--- config.mk ---
export PLATFORM = sky130hd
export DESIGN_NAME = seven_seg_scanner
export DESIGN_NICKNAME = d
export VERILOG_FILES = /design/src/rtl/seven_seg_pkg.sv /design/src/rtl/seg7_hex_decode.sv /design/src/rtl/seven_seg_scanner.sv
export SDC_FILE = /design/constraint.sdc
export NUM_CORES = 1
export LEC_CHECK = 0
export ABC_AREA = 1
export CORE_MARGIN = 8
export CORE_UTILIZATION = 30
export CTS_BUF_LIST = sky130_fd_sc_hd__clkbuf_2
export DETAILED_ROUTE_END_ITERATION = 8
export DONT_BUFFER_PORTS = 1
export GPL_TIMING_DRIVEN = 0
export PLACE_DENSITY = 0.47
export SETUP_SLACK_MARGIN = 0.2
export SLEW_MARGIN = 20
export SYNTH_ARGS = -nofsm -noshare
export SYNTH_HDL_FRONTEND = slang
export SYNTH_SLANG_ARGS = --single-unit
--- constraint.sdc ---
create_clock -name clk -period 4.3 [get_ports clk]
set_clock_uncertainty 0.15 [all_clocks]
set_input_delay 0.645 -clock clk [delete_from_list [all_inputs] [get_ports clk]]
set_output_delay 0.645 -clock clk [all_outputs]
set_load 0.01 [all_outputs]
--- src/rtl/seven_seg_pkg.sv ---
// Shared constants and the hex-to-segment table for the 7-segment scanner.
package seven_seg_pkg;

  localparam int         DIGIT_W = 5;        // {dp, hex[3:0]}
  localparam logic [6:0] SEG_OFF = 7'h7F;    // all segments dark (active-low)

  // Active-low {g,f,e,d,c,b,a} pattern for one hex nibble.
  function automatic logic [6:0] hex_to_seg(input logic [3:0] hex);
    logic [6:0] seg;
    case (hex)
      4'h0: seg = 7'h40;
      4'h1: seg = 7'h79;
      4'h2: seg = 7'h24;
      4'h3: seg = 7'h30;
      4'h4: seg = 7'h19;
      4'h5: seg = 7'h12;
      4'h6: seg = 7'h02;
      4'h7: seg = 7'h78;
      4'h8: seg = 7'h00;
      4'h9: seg = 7'h10;
      4'hA: seg = 7'h08;
      4'hB: seg = 7'h03;
      4'hC: seg = 7'h27;
      4'hD: seg = 7'h21;
      4'hE: seg = 7'h06;
      default: seg = 7'h0E;
    endcase
    return seg;
  endfunction

endpackage

--- src/rtl/seg7_hex_decode.sv ---
// Combinational 4-bit hex to active-low 7-segment decoder.
module seg7_hex_decode
  import seven_seg_pkg::*;
(
  input  logic [3:0] hex_i,
  output logic [6:0] seg_o
);

  // Pure table lookup; no state.
  always_comb begin
    seg_o = hex_to_seg(hex_i);
  end

endmodule

--- src/rtl/seven_seg_scanner.sv ---
// Time-multiplexed N-digit common-anode 7-segment driver with double-buffered
// digit data, per-digit blanking, leading-zero suppression and PWM brightness.
module seven_seg_scanner
  import seven_seg_pkg::*;
#(
  parameter int NUM_DIGITS  = 4,
  parameter int SCAN_DIV    = 1000,
  parameter int BRIGHT_BITS = 4
) (
  input  logic                          clk,
  input  logic                          rst_n,
  input  logic [DIGIT_W*NUM_DIGITS-1:0] digits_in,
  input  logic                          load,
  input  logic [NUM_DIGITS-1:0]         blank_mask,
  input  logic                          lz_suppress,
  input  logic [BRIGHT_BITS-1:0]        brightness,
  output logic [6:0]                    seg,
  output logic                          dp,
  output logic [NUM_DIGITS-1:0]         an,
  output logic                          frame_done
);

  localparam int PRE_W = $clog2(SCAN_DIV);
  localparam int IDX_W = $clog2(NUM_DIGITS);
  // Wide enough to hold 2^BRIGHT_BITS * SCAN_DIV before the shift.
  localparam int ON_W  = BRIGHT_BITS + PRE_W + 1;

  logic [PRE_W-1:0]              pre_q, pre_d;
  logic [IDX_W-1:0]              idx_q, idx_d;
  logic [DIGIT_W*NUM_DIGITS-1:0] stage_q, stage_d;
  logic [DIGIT_W*NUM_DIGITS-1:0] active_q, active_d;
  logic                          pend_q, pend_d;
  logic [6:0]                    seg_q, seg_d;
  logic                          dp_q, dp_d;
  logic [NUM_DIGITS-1:0]         an_q, an_d;
  logic                          fd_q, fd_d;

  logic                          slot_end;
  logic                          boundary;
  logic [ON_W-1:0]               on_cnt;
  logic                          pwm_on;
  logic [DIGIT_W-1:0]            cur_digit;
  logic                          cur_blank;
  logic                          cur_sup;
  logic                          zero_run;
  logic                          dark;
  logic [6:0]                    dec_seg;

  assign slot_end = (pre_q == PRE_W'(SCAN_DIV - 1));
  assign boundary = slot_end && (idx_q == IDX_W'(NUM_DIGITS - 1));

  assign on_cnt = ((ON_W'(brightness) + ON_W'(1)) * ON_W'(SCAN_DIV)) >> BRIGHT_BITS;
  assign pwm_on = (ON_W'(pre_q) < on_cnt);

  // Scan counters and double-buffer next state.
  always_comb begin
    pre_d    = slot_end ? '0 : pre_q + PRE_W'(1);
    idx_d    = idx_q;
    if (slot_end) begin
      idx_d = (idx_q == IDX_W'(NUM_DIGITS - 1)) ? '0 : idx_q + IDX_W'(1);
    end
    // Active always takes the staging value from before this cycle's load,
    // so a load on the boundary waits one full frame.
    active_d = (boundary && pend_q) ? stage_q : active_q;
    stage_d  = load ? digits_in : stage_q;
    pend_d   = load | (pend_q & ~boundary);
  end

  // Select the scanned digit and work out whether it is a suppressed leading zero.
  always_comb begin
    cur_digit = '0;
    cur_blank = 1'b0;
    cur_sup   = 1'b0;
    zero_run  = 1'b1;
    for (int i = NUM_DIGITS - 1; i >= 0; i--) begin
      zero_run = zero_run & (active_q[i*DIGIT_W +: DIGIT_W] == '0);
      if (idx_q == IDX_W'(i)) begin
        cur_digit = active_q[i*DIGIT_W +: DIGIT_W];
        cur_blank = blank_mask[i];
        cur_sup   = (i != 0) && zero_run;
      end
    end
  end

  seg7_hex_decode u_dec (
    .hex_i (cur_digit[3:0]),
    .seg_o (dec_seg)
  );

  // Output next state: dark digit drives everything inactive.
  always_comb begin
    dark = cur_blank | (lz_suppress & cur_sup) | ~pwm_on;
    if (dark) begin
      seg_d = SEG_OFF;
      dp_d  = 1'b1;
      an_d  = '1;
    end else begin
      seg_d = dec_seg;
      dp_d  = ~cur_digit[4];
      an_d  = ~(NUM_DIGITS'(1) << idx_q);
    end
    fd_d = boundary;
  end

  // Scan position and digit buffers.
  always_ff @(posedge clk or negedge rst_n) begin
    if (!rst_n) begin
      pre_q    <= '0;
      idx_q    <= '0;
      stage_q  <= '0;
      active_q <= '0;
      pend_q   <= 1'b0;
    end else begin
      pre_q    <= pre_d;
      idx_q    <= idx_d;
      stage_q  <= stage_d;
      active_q <= active_d;
      pend_q   <= pend_d;
    end
  end

  // Registered pin drivers.
  always_ff @(posedge clk or negedge rst_n) begin
    if (!rst_n) begin
      seg_q <= SEG_OFF;
      dp_q  <= 1'b1;
      an_q  <= '1;
      fd_q  <= 1'b0;
    end else begin
      seg_q <= seg_d;
      dp_q  <= dp_d;
      an_q  <= an_d;
      fd_q  <= fd_d;
    end
  end

  assign seg        = seg_q;
  assign dp         = dp_q;
  assign an         = an_q;
  assign frame_done = fd_q;

endmodule

* Word-level counts from Yosys, hierarchy flattened
Memory sizes are Yosys's and may differ from the RTL's.
Cells that the tools add are included.
** Operators by class
- Muxes and demuxes :: 17
- Reduce and logical (&&, ||, !) cells :: 6
- Equality and inequality tests :: 4
- $mul :: 1
- Divide/modulo/power cells :: 0
- $add $sub $neg :: 3
- Shift-type cells :: 1
- Bitwise logic cells :: 11
- Magnitude comparators :: 1
** Operator list (count)
- two-way mux 5 bit :: 4
- zero test 5 bit :: 3
- multiplier 5 x 7 -> 12 bit, second input constant :: 1
- < comparator 10 x 11 -> 1 bit :: 1
- adder 10 x 1 -> 10 bit, second input constant :: 1
- equality test 10 bit, second input constant :: 1
- two-way mux 10 bit :: 1
- two-way mux 1 bit :: 9
- two-way mux 7 bit :: 1
- adder 4 x 1 -> 5 bit, second input constant :: 1
- bitwise AND 1 bit :: 4
- equality test 2 bit, second input constant :: 2
- two-way mux 4 bit :: 1
- inverter 4 bit :: 1
- left shift 1 x 2 -> 4 bit, first input constant :: 1
- inverter 1 bit :: 3
- bitwise OR 1 bit :: 3
- adder 2 x 1 -> 2 bit, second input constant :: 1
- equality test 2 x 1 -> 1 bit, second input constant :: 1
- logical AND 1 bit :: 2
- zero test 2 bit :: 1
- two-way mux 2 bit :: 1
** Word-level totals
- Bits in writable memories :: 0
- Memory bits (read-only) :: 112
- Output and inout port bits :: 13
- Memories :: 1
- Bits in latches :: 0
- Logic and storage cells :: 54
- Flip-flop bits (word level) :: 66
** Memories
- (name not given) :: words 16, width 7, rd ports 1, clocked after Yosys merged registers in 0, wr ports 0, line seven_seg_pkg.sv:10 : case (hex)

* Longest topological paths before layout
Gate-level depths: netlist of the first run.
- Depth in word-level cells :: 9
- Depth in mapped cells :: 25

* By module
From an unflattened synthesis of the first run, not the netlist that was laid out.
** Unflattened totals
- Cell total of the unflattened synthesis :: 512
- Area total of the unflattened synthesis :: 4280.4 um^2
** By module, submodules not included
- seven_seg_scanner :: cells an instance 465, times used 1, area an instance 4013.8 um^2, seq. area each 1666.6 um^2
- seg7_hex_decode :: cells an instance 47, times used 1, area an instance 266.5 um^2, seq. area each 0.0 um^2

* Worst setup path before layout of the first run
OpenSTA, ideal clock, no wires.
- Kind :: input-to-reg
- Start point :: input port brightness[0]
- End point :: register an_q[2] (netlist: an[2])
- Cell stages on the path :: 21
- Arrival :: 4519 ps
- Data required time :: 4064 ps
- Buffers on the path :: 1
- Path slack :: -455 ps
- Library setup time :: 86 ps
- Cells stage by stage :: ha_1 > xor2_1 > inv_1 > fa_1 > fa_1 > fa_1 > inv_1 > ha_1 > a21oi_1 > nand2_1 > nand2_1 > nand2_1 > xor2_1 > ha_1 > a21oi_1 > nand2_1 > nand2_1 > nand2_1 > nand2_1 > buf_6 > nand3_1
** On the way
- Cells in the longest elaborated chain, start to end :: 6
** Ends and longest elaborated chain
- start, declared :: line seven_seg_scanner.sv:16 : input logic [BRIGHT_BITS-1:0] brightness,
- adder 4 x 1 -> 5 bit :: line seven_seg_scanner.sv:52 : assign on_cnt = ((ON_W'(brightness) + ON_W'(1)) * ON_W'(SCAN_DIV)) >> BRIGHT_BITS;
- multiplier 5 x 7 -> 12 bit :: line seven_seg_scanner.sv:52
- < comparator 10 x 11 -> 1 bit :: line seven_seg_scanner.sv:53 : assign pwm_on = (ON_W'(pre_q) < on_cnt);
- inverter 1 bit :: line seven_seg_scanner.sv:92 : dark = cur_blank | (lz_suppress & cur_sup) | ~pwm_on;
- bitwise OR 1 bit :: line seven_seg_scanner.sv:92
- two-way mux 4 bit :: line seven_seg_scanner.sv:93 : if (dark) begin
- via an_d[2] :: line seven_seg_scanner.sv:35 : logic [NUM_DIGITS-1:0] an_q, an_d;
- end signal, assigned :: line seven_seg_scanner.sv:132 : an_q <= an_d;
- end, declared :: line seven_seg_scanner.sv:35
The timed path passes the listed nets, and every way through them passes these cells.
A chain may end at the register's enable or synchronous reset.

* Worst setup path in the final report of the first run
- Start point :: input port brightness[0]
- End point :: register seg_q[1] (netlist: seg[1])
** On the way
- Cells in the longest elaborated chain, start to end :: 6
** Ends and longest elaborated chain
- adder 4 x 1 -> 5 bit :: line seven_seg_scanner.sv:52
- multiplier 5 x 7 -> 12 bit :: line seven_seg_scanner.sv:52
- < comparator 10 x 11 -> 1 bit :: line seven_seg_scanner.sv:53
- inverter 1 bit :: line seven_seg_scanner.sv:92
- bitwise OR 1 bit :: line seven_seg_scanner.sv:92
- two-way mux 7 bit :: line seven_seg_scanner.sv:93
- via seg_d[1] :: line seven_seg_scanner.sv:33 : logic [6:0] seg_q, seg_d;
- end signal, assigned :: line seven_seg_scanner.sv:130 : seg_q <= seg_d;
- end, declared :: line seven_seg_scanner.sv:33
The timed path passes the listed nets, and every way through them passes these cells.

==> results.txt, run 1 <==
- The run finished with clean final reports.
- Pin count of the biggest net entering global routing: 67
* P per Cell Area: 334 nW/um^2
* Length of the first detailed-routing pass in iterations: 4
- The library cells used most frequently in the layout, excluding fill and tap cells, are 104 x nand2_1, 79 x inv_1, 54 x dfrtp_1.
- Number of design-rule violations left by the first detailed-router iteration: 118
- Filler Cells Inserted: 1490
* Number of global-route vias before repair: 3234
* Setup-violating endpoint count in the final report: 0
- Once layout is complete, the cells apart from fillers number a little under 700.
- Total clock buffers created by CTS: 9
- STA puts the critical path data required time at 4.58 ns.
- Of the cells placed in the final design, the portion with a size suffix greater than 1 is 18.8%.
- Critical path's most frequent cell: nand2_1
- Nets: a little under 600
- In the synthesized netlist, the number of instances is 486.
- Total clock sinks: 66
- Core Footprint: 13800 sq um
* Cell area after placement: 4500 sq um
* Count of unique library cells instantiated by Yosys: 36
- Rows: 43
- Counting both buffers and inverters, the worst setup path holds a total of 4.
- The die covers 18000 sq um.
- Syn Std Cell Area: 4190 sq um
- Part of the power in registers: between 40 and 50%
* Headroom to the max-slew limit: 70.0%
* Slowest stage delay, CP: 0.60 ns
* Net switching power of the design: 552 uW
- Counting tap cells, the placed design contains a total of approximately 670 instances.
* Async set or reset register ratio after synthesis: 100%
- DRC: 0
* Critical path startpoint category: input pin
* Setup repair after global routing missed its margin: true
* Number of enable flip-flop cells after synthesis: 0
- The clock network accounts for 18.8% of the total power.
- Routed via count divided by cell count: 4.44
- Counting cells, the worst reg-to-reg path comes to 16.
- Number of logic stages on the critical path including buffering: 23
- On the final layout, the worst hold slack is 0.0753 ns.
- Main synth FF type: dfrtp_1
- Internal Pwr Total: 1030 uW
* Layout overhead on the synthesized area: 12.6%
- Average wire length per cell after detail routing: around 13 microns
* Area occupied by multi-input gates: 2250 sq um
- Post-layout total power: 1580 uW
* Number of stages on the worst hold path: 2
- The initial antenna violation count was 0.
* Count of final hold-check violations: 0
- Clock tree from TritonCTS: done
* Crit path cell chain: ha_4 > xor2_4 > inv_2 > fa_2 > fa_1 > fa_1 > inv_2 > ha_4 > a21oi_2 > nand2_2 > nand2_1 > nand2_1 > xor2_1 > ha_1 > nand2_1 > inv_1 > nand2_1 > nand2_1 > nand2_1 > nand2_1 > nand2_2 > buf_4 > nand3_1
- Actual transition at the worst max-transition pin: 0.446 ns
- For the worst-skew pair, the clock arrives at the later sink with an insertion delay of between 0.5 and 0.6 ns.
- Synthesized netlist net count: 568
- Number of flip-flops and latches in the synthesized netlist: between 60 and 70
- In this run the static leakage power is between 0.002 and 0.0025 uW.
- In the final layout, flip-flops and latches occupy 1670 sq um.
* Design Area, Final: roughly 4700 sq um
- In this run the worst path has a maximum fanout of 8.
- Root buf cell: clkbuf_2
- After global routing the overflow that remains totals 0.
- On the critical path the largest part of the delay comes from adder cells.
- From bottom edge to top edge, the die measures 134 microns.
- Slowest cell on the critical path: fa_2
- At the worst endpoint, the arrival time is approximately 4.3 ns.
- STA classifies the critical path endpoint as a flop.
* Number of top-level pins: 45
- Adding up every negative setup slack in the final design gives 0 ns.
* Half-perimeter wire length after placement: 6.74 mm
- Total wire length: 8.66 mm
- In this run the remaining antenna-violating nets after routing total 0.
- The worst setup path is of the in2reg kind.
* Final-report max-slew violation count: 0
* Number of max-cap violations: 0
* Combinational fraction of design power: between 30% and 40%
* Mean Syn Cell Area: roughly 8.6 sq um
* Number of H-tree branching levels: 3
- The first global-routing pass estimated 15.2 mm of wire.
* Vias after detailed routing: 3068
* GR Util All Layers: a little over a tenth
- Final weighted congestion in routability-driven placement: 0.777
- Net switching is a little over a third of the power.
- Die W: 134 microns
* Sequential cell area fraction in the yosys report: 39.7%
- The clock passes through at most 2 buffers.
* Ant. Diodes: 0
- IR analysis of the VDD net gives a maximum drop of 0.156 mV.
* Fmax: 248 MHz
- Clock slew at the register clock pins of the worst setup and hold paths: 0.19 ns
- Input and output buffers added on the ports amount to 0.
- Share of the cycle needed by the critical path after routing: 93.8%
- The library cell used most frequently in the layout, excluding fill and tap cells, is nand2_1.
- Once the floorplan was initialized, standard cells occupied 30.5% of the core.
- The Yosys step of the flow raised 0 warnings.
* Type of the most critical hold path: in2reg
* Shortest period the worst path allows: 4.03 ns
-- power groups by stage --
stage          clock network (uW)  registers [uW]  logic [uW]
2_1_floorplan                   0             709         425
3_3_place_gp                    0             718         504
3_5_place_dp                    0             719         515
4_1_cts                       315             708         535
5_1_grt                       341             711         672
6_report                      297             705         575
-- metal layers --
metal	global-route usage, %	vias to the layer above	part of all wire [%]
li1	-	1579	-
met1	11.5	1413	42
met2	17.6	62	49
met3	3.96	14	7.0
met4	4.55	0	2.2
met5	0	-	0
-- cell families (layout without fill, tap and decap cells) --
logic type | count (synthesis) | after routing | share of synthesized area (%)
simple gates | 184 | 184 | 19.2
buf+inv | 99 | 124 | 9.76
flops | 66 | 66 | 39.7
compound gates | 61 | 61 | 8.20
fa+ha+maj | 50 | 50 | 16.7
mux | 16 | 16 | 4.30
xor+xnor | 10 | 10 | 2.09
-- cell type report --
cell class	instances	area share, %
Buffer	13	1.80
Inverter	86	6.86
Tap cell	180	4.77
Sequential cell	66	35.3
Timing Repair Buffer	9	1.91
Clock inverter	2	0.185
Clock buffer	14	1.48
Multi-Input combinational cell	321	47.7
-- sequential cells by signal (all words and copies together) (netlist names) --
name / count
an: 4
frame_done: 1
seg: 7
pend_q: 1
idx_q: 2
stage_q: 20
active_q: 20
pre_q: 10
dp: 1
-- worst reg2reg max path, stage by stage, from the launching register on --
cell and delay [ns]:
dfrtp_1 0.43, inv_1 0.12, ha_1 0.16, buf_2 0.22, inv_2 0.10, nand2_1 0.07, nand3_1 0.09, nand2_1 0.08
nand2_1 0.12, inv_1 0.19, ha_1 0.21, nand3_1 0.14, nand2_1 0.10, nand2_1 0.05, nand2_1 0.07, inv_1 0.05
nand3_2 0.06
-- through the flow --
stage | utilization (%) | setup slack (ns)
floorplan | - | -0.0226
detailed placement | 32.7 | -0.343
CTS | 33.5 | 0.212
global placement | 32.7 | -0.331
finish | 34.3 | 0.268
global route | 34.3 | 0.0829
-- synthesized netlist by cell type (all sizes together) (4+ instances only) --
cell type / number / share of area (%)
a21oi: 20 / 2.7
buf: 11 / 1.8
dfrtp: 54 / 32
dfstp: 12 / 7.5
fa: 10 / 4.8
ha: 40 / 12
inv: 85 / 7.6
mux2: 16 / 4.3
nand2: 108 / 9.9
nand3: 33 / 4.3
nand4: 4 / 0.60
nor2: 26 / 2.3
nor3: 10 / 1.6
o21a: 5 / 0.90
o21ai: 31 / 3.7
xor2: 8 / 1.7
-- path summary, 6_finish.rpt --
| path | startpoint | to | slack (ns) |
|---|---|---|---|
| worst min-delay path | digits_in[17] | stage_q[17] | 0.08 |
| worst max-delay path | brightness[0] | seg[1] | 0.27 |
| max in group asynchronous | rst_n | seg[5] | 3.15 |
| worst min register to register | stage_q[13] | active_q[13] | 0.35 |
| min in group asynchronous | rst_n | active_q[16] | 0.52 |
| worst max register to register | idx_q[0] | seg[5] | 1.81 |
-- what timing repair did --
item / 4_1_cts / 5_1_grt
hold buffers: 2 / 0
resized for setup: 0 / 12
hold endpoints to repair: 66 / 0
buffers inserted: 0 / 6
endpoints found under the setup margin: 0 / 12
No activity file was read; power rests on OpenSTA's default activity.
==> run 2: changes to the inputs <==
--- a/config.mk
+++ b/config.mk
@@ -8,11 +8,12 @@
 export ABC_AREA = 1
 export CORE_MARGIN = 8
 export CORE_UTILIZATION = 30
-export CTS_BUF_LIST = sky130_fd_sc_hd__clkbuf_2
+export CTS_BUF_LIST = sky130_fd_sc_hd__clkbuf_8
 export DETAILED_ROUTE_END_ITERATION = 8
 export DONT_BUFFER_PORTS = 1
 export GPL_TIMING_DRIVEN = 0
 export PLACE_DENSITY = 0.47
+export REMOVE_ABC_BUFFERS = 1
 export SETUP_SLACK_MARGIN = 0.2
 export SLEW_MARGIN = 20
 export SYNTH_ARGS = -nofsm -noshare
==> run 2 against run 1 <==
Largest cell class unchanged. Sequential share of layout area fell by 1.2 points. Wire length fell by 1.4%. Die area unchanged.
==> results.txt, run 2 (same netlist as run 1, synthesis figures left out) <==
* Total wire length: 8.54 mm (-1.4%)
- Half-perimeter wire length after placement: 6.34 mm (-5.9%)
- The boundary pin count was 45 (unchanged).
- Setup tns final: 0 ns (unchanged)
- IO buf count: 0 (unchanged)
* Number of design-rule violations left by the first detailed-router iteration: 86 (-27%)
- The post-route minimum period was 4.09 ns (+0.0542 ns).
- Setup repair after global routing could not meet its margin everywhere.
* Cell count after placement: 654 (-1.8%)
* Crit path cell chain: ha_4 > xor2_4 > inv_2 > fa_2 > fa_1 > fa_1 > inv_1 > ha_4 > a21oi_2 > nand2_2 > nand2_1 > nand2_1 > xor2_1 > ha_1 > nand2_1 > inv_1 > nand2_1 > nand2_1 > nand2_1 > nand2_2 > nand2_4 > nand3_2
* Core Footprint: 13800 sq um (unchanged)
- On the critical path the largest part of the delay comes from adder cells.
* Commonest non-fill, non-tap cells in the layout: 102 x nand2_1, 79 x inv_1, 54 x dfrtp_1
* Die W: 134 microns (unchanged)
- Pin count of the biggest net entering global routing: 67 (unchanged)
* Clock latency on the worst-skew pair: 0.34 ns (-0.19 ns)
- P per Cell Area: 379 nW/um^2 (+13%)
* Most common cell after layout, fill and taps aside: nand2_1
- Max rail drop VDD: 0.220 mV (+41%)
- The total clock sinks was 66 (unchanged).
- The worst stage delay on the critical path is 0.56 ns (-0.04 ns).
* Run status: finished clean
- The arrival time at the worst endpoint came to 4.18 ns (-0.14 ns).
- TritonCTS built the clock tree.
* Average wire length per cell after detail routing: 12.4 microns (-0.80%)
- The placer congestion estimate is 0.808 (+4.0%).
* Layout overhead on the synthesized area: 16.6%
- The setup-violating endpoint count in the final report came to 0 (unchanged).
- The initial antenna violation count was 0 (unchanged).
* Share of layout cells above drive strength 1: 20.1% (+1.3 points)
- The number of global-route vias before repair was 3346 (+3.5%).
* Starting utilization of the core area: 30.5% (unchanged)
- Root buf cell: clkbuf_8
- Die Y-Extent: 134 microns (unchanged)
* Headroom to the max-slew limit: 55.7% (-14 points)
* DRC: 0 (unchanged)
- Critical path's most frequent cell: nand2_1
- Crit Path Max Fanout: 6 (-2)
- Number of max-cap violations: 0 (unchanged)
- The remaining global-route overflow is 0 (unchanged).
- Critical path class: in2reg
- Kind of capture point of the worst setup path: flop
* Rows: 43 (unchanged)
- The total number of nets in the final design was 584 (-0.68%).
* Critical path startpoint category: input pin
- The die footprint came to 18000 sq um (unchanged).
- The global-route wire length before repair came to 15.3 mm (+0.63%).
* GR Util All Layers: 10.6% (+0.095 points)
* Ant. Diodes: 0 (unchanged)
* Type of the most critical hold path: in2async
* Routed via count divided by cell count: 4.44 (-0.11%)
- Total clock buffers created by CTS: 9 (unchanged)
- The post-placement cell area is 4360 sq um (-3.2%).
- Count of final hold-check violations: 0 (unchanged)
* Maximum number of buffers from clock root to sink: 2 (unchanged)
* Design Area, Final: 4890 sq um (+3.5%)
- Post-route insts no fill: 687 (-0.58%)
- The first-pass iteration count of the detailed router is 4 (unchanged).
- P_leak: 0.00240 uW (+2.1%)
* Slowest cell on the critical path: fa_2
- CP bufs+invs: 3 (-1)
- Final-report max-slew violation count: 0 (unchanged)
* Vias after detailed routing: 3047 (-0.68%)
* Critical Path RT: 4.40 ns (-0.18 ns)
- The measured slew at the worst slew-check pin came to 0.662 ns (+0.215 ns).
- Leading registers by flop count: active_q (20), stage_q (20), pre_q (10)
- The post-route clock period utilization was 95.0% (+1.3 points).
- Fmax: 245 MHz (-1.3%)
* Number of H-tree branching levels: 3 (unchanged)
- The clock transition at the register clock pins on the worst setup and hold paths after CTS is 0.07 ns (-0.12 ns).
- The number of nets with antenna violations after routing came to 0 (unchanged).
## run 2: cell types whose count changed in the layout (fill, tap and decap cells not counted), moves of 2 or more
cell and delta:
clkbuf_8 +12, buf_4 +4, buf_6 -2, inv_2 +2, clkbuf_1 -2, clkbuf_2 -14
buf_2 -5, nand3_1 -4, nand2_4 +2, nand3_2 +3, nand2_1 -2
## run 2: path summary, 6_finish.rpt
check | start | to | slack, ns | depth (start not counted)
setup / recovery | brightness[1] | an[3] | 0.21 | 22
hold / removal | rst_n | idx_q[1] | 0.03 | 1
setup reg to reg | idx_q[1] | seg[0] | 1.71 | 14
hold reg to reg | stage_q[9] | active_q[9] | 0.33 | 2
max in group asynchronous | rst_n | an[1] | 3.68 | 1
min in group clk | load | stage_q[17] | 0.26 | 1
## run 2: report_power, final
part | internal [uW] | leakage [uW] | switching, uW
Sequential | 676 | 0.000817 | 27.6
Clock | 310 | 0.000115 | 224
Combinational | 286 | 0.00146 | 329
Total | 1270 | 0.00240 | 580
## run 2: what timing repair did
action	4_1_cts	5_1_grt
cloned	1	0
gates resized for setup	30	6
hold buffers	1	0
pin swaps	25	17
endpoints found under the hold margin	66	0
setup endpoints to repair	12	12
setup buffers	15	0
## run 2: layout make-up
type	count	area [sq um]
multi-input cells	322	2300
clock inverters	4	42.5
fillers	1478	8880
repair buffers	17	168
clock buffers	12	165
inverters	86	324
flip-flops and latches	66	1670
well taps	180	225
## run 2: through the flow
step                util [%]  total power, uW  worst slack, ns  hold WS, ns
CTS                     35.3             1880            0.115       0.0303
floorplan                  -             1080           -0.492        0.199
finish                  35.5             1850            0.214       0.0341
detailed placement      31.7             1180            -1.02        0.204
global route            35.5             2030          -0.0165       0.0327
global placement        31.5             1170            -1.04        0.203
## run 2: worst reg2reg max path: cells and delay by family, from the launching register on
family / cells / cell delay [ns]
adder cells (fa/ha/maj): 2 / 0.66
buffers and inverters: 4 / 0.47
flip-flops: 1 / 0.41
AND/OR/NAND/NOR: 8 / 0.82
## run 2: layer usage
metal  share of wire, %  global-route usage (%)  vias up  wire length [microns]
met1                 44                    11.9     1422                   3730
met3                4.9                    3.40       14                    417
met2                 50                    18.2       42                   4250
met4                1.7                    4.05        0                    148
li1                   -                       -     1569                      -
met5                  0                       0        -                      0
==> run 3: changes to the inputs <==
--- a/config.mk
+++ b/config.mk
@@ -9,6 +9,7 @@
 export CORE_MARGIN = 8
 export CORE_UTILIZATION = 30
 export CTS_BUF_LIST = sky130_fd_sc_hd__clkbuf_8
+export CTS_CLUSTER_DIAMETER = 50
 export DETAILED_ROUTE_END_ITERATION = 8
 export DONT_BUFFER_PORTS = 1
 export GPL_TIMING_DRIVEN = 0
==> results of run 3 <==
Same layout as run 2: the final DEF is identical, and so are final timing and power.
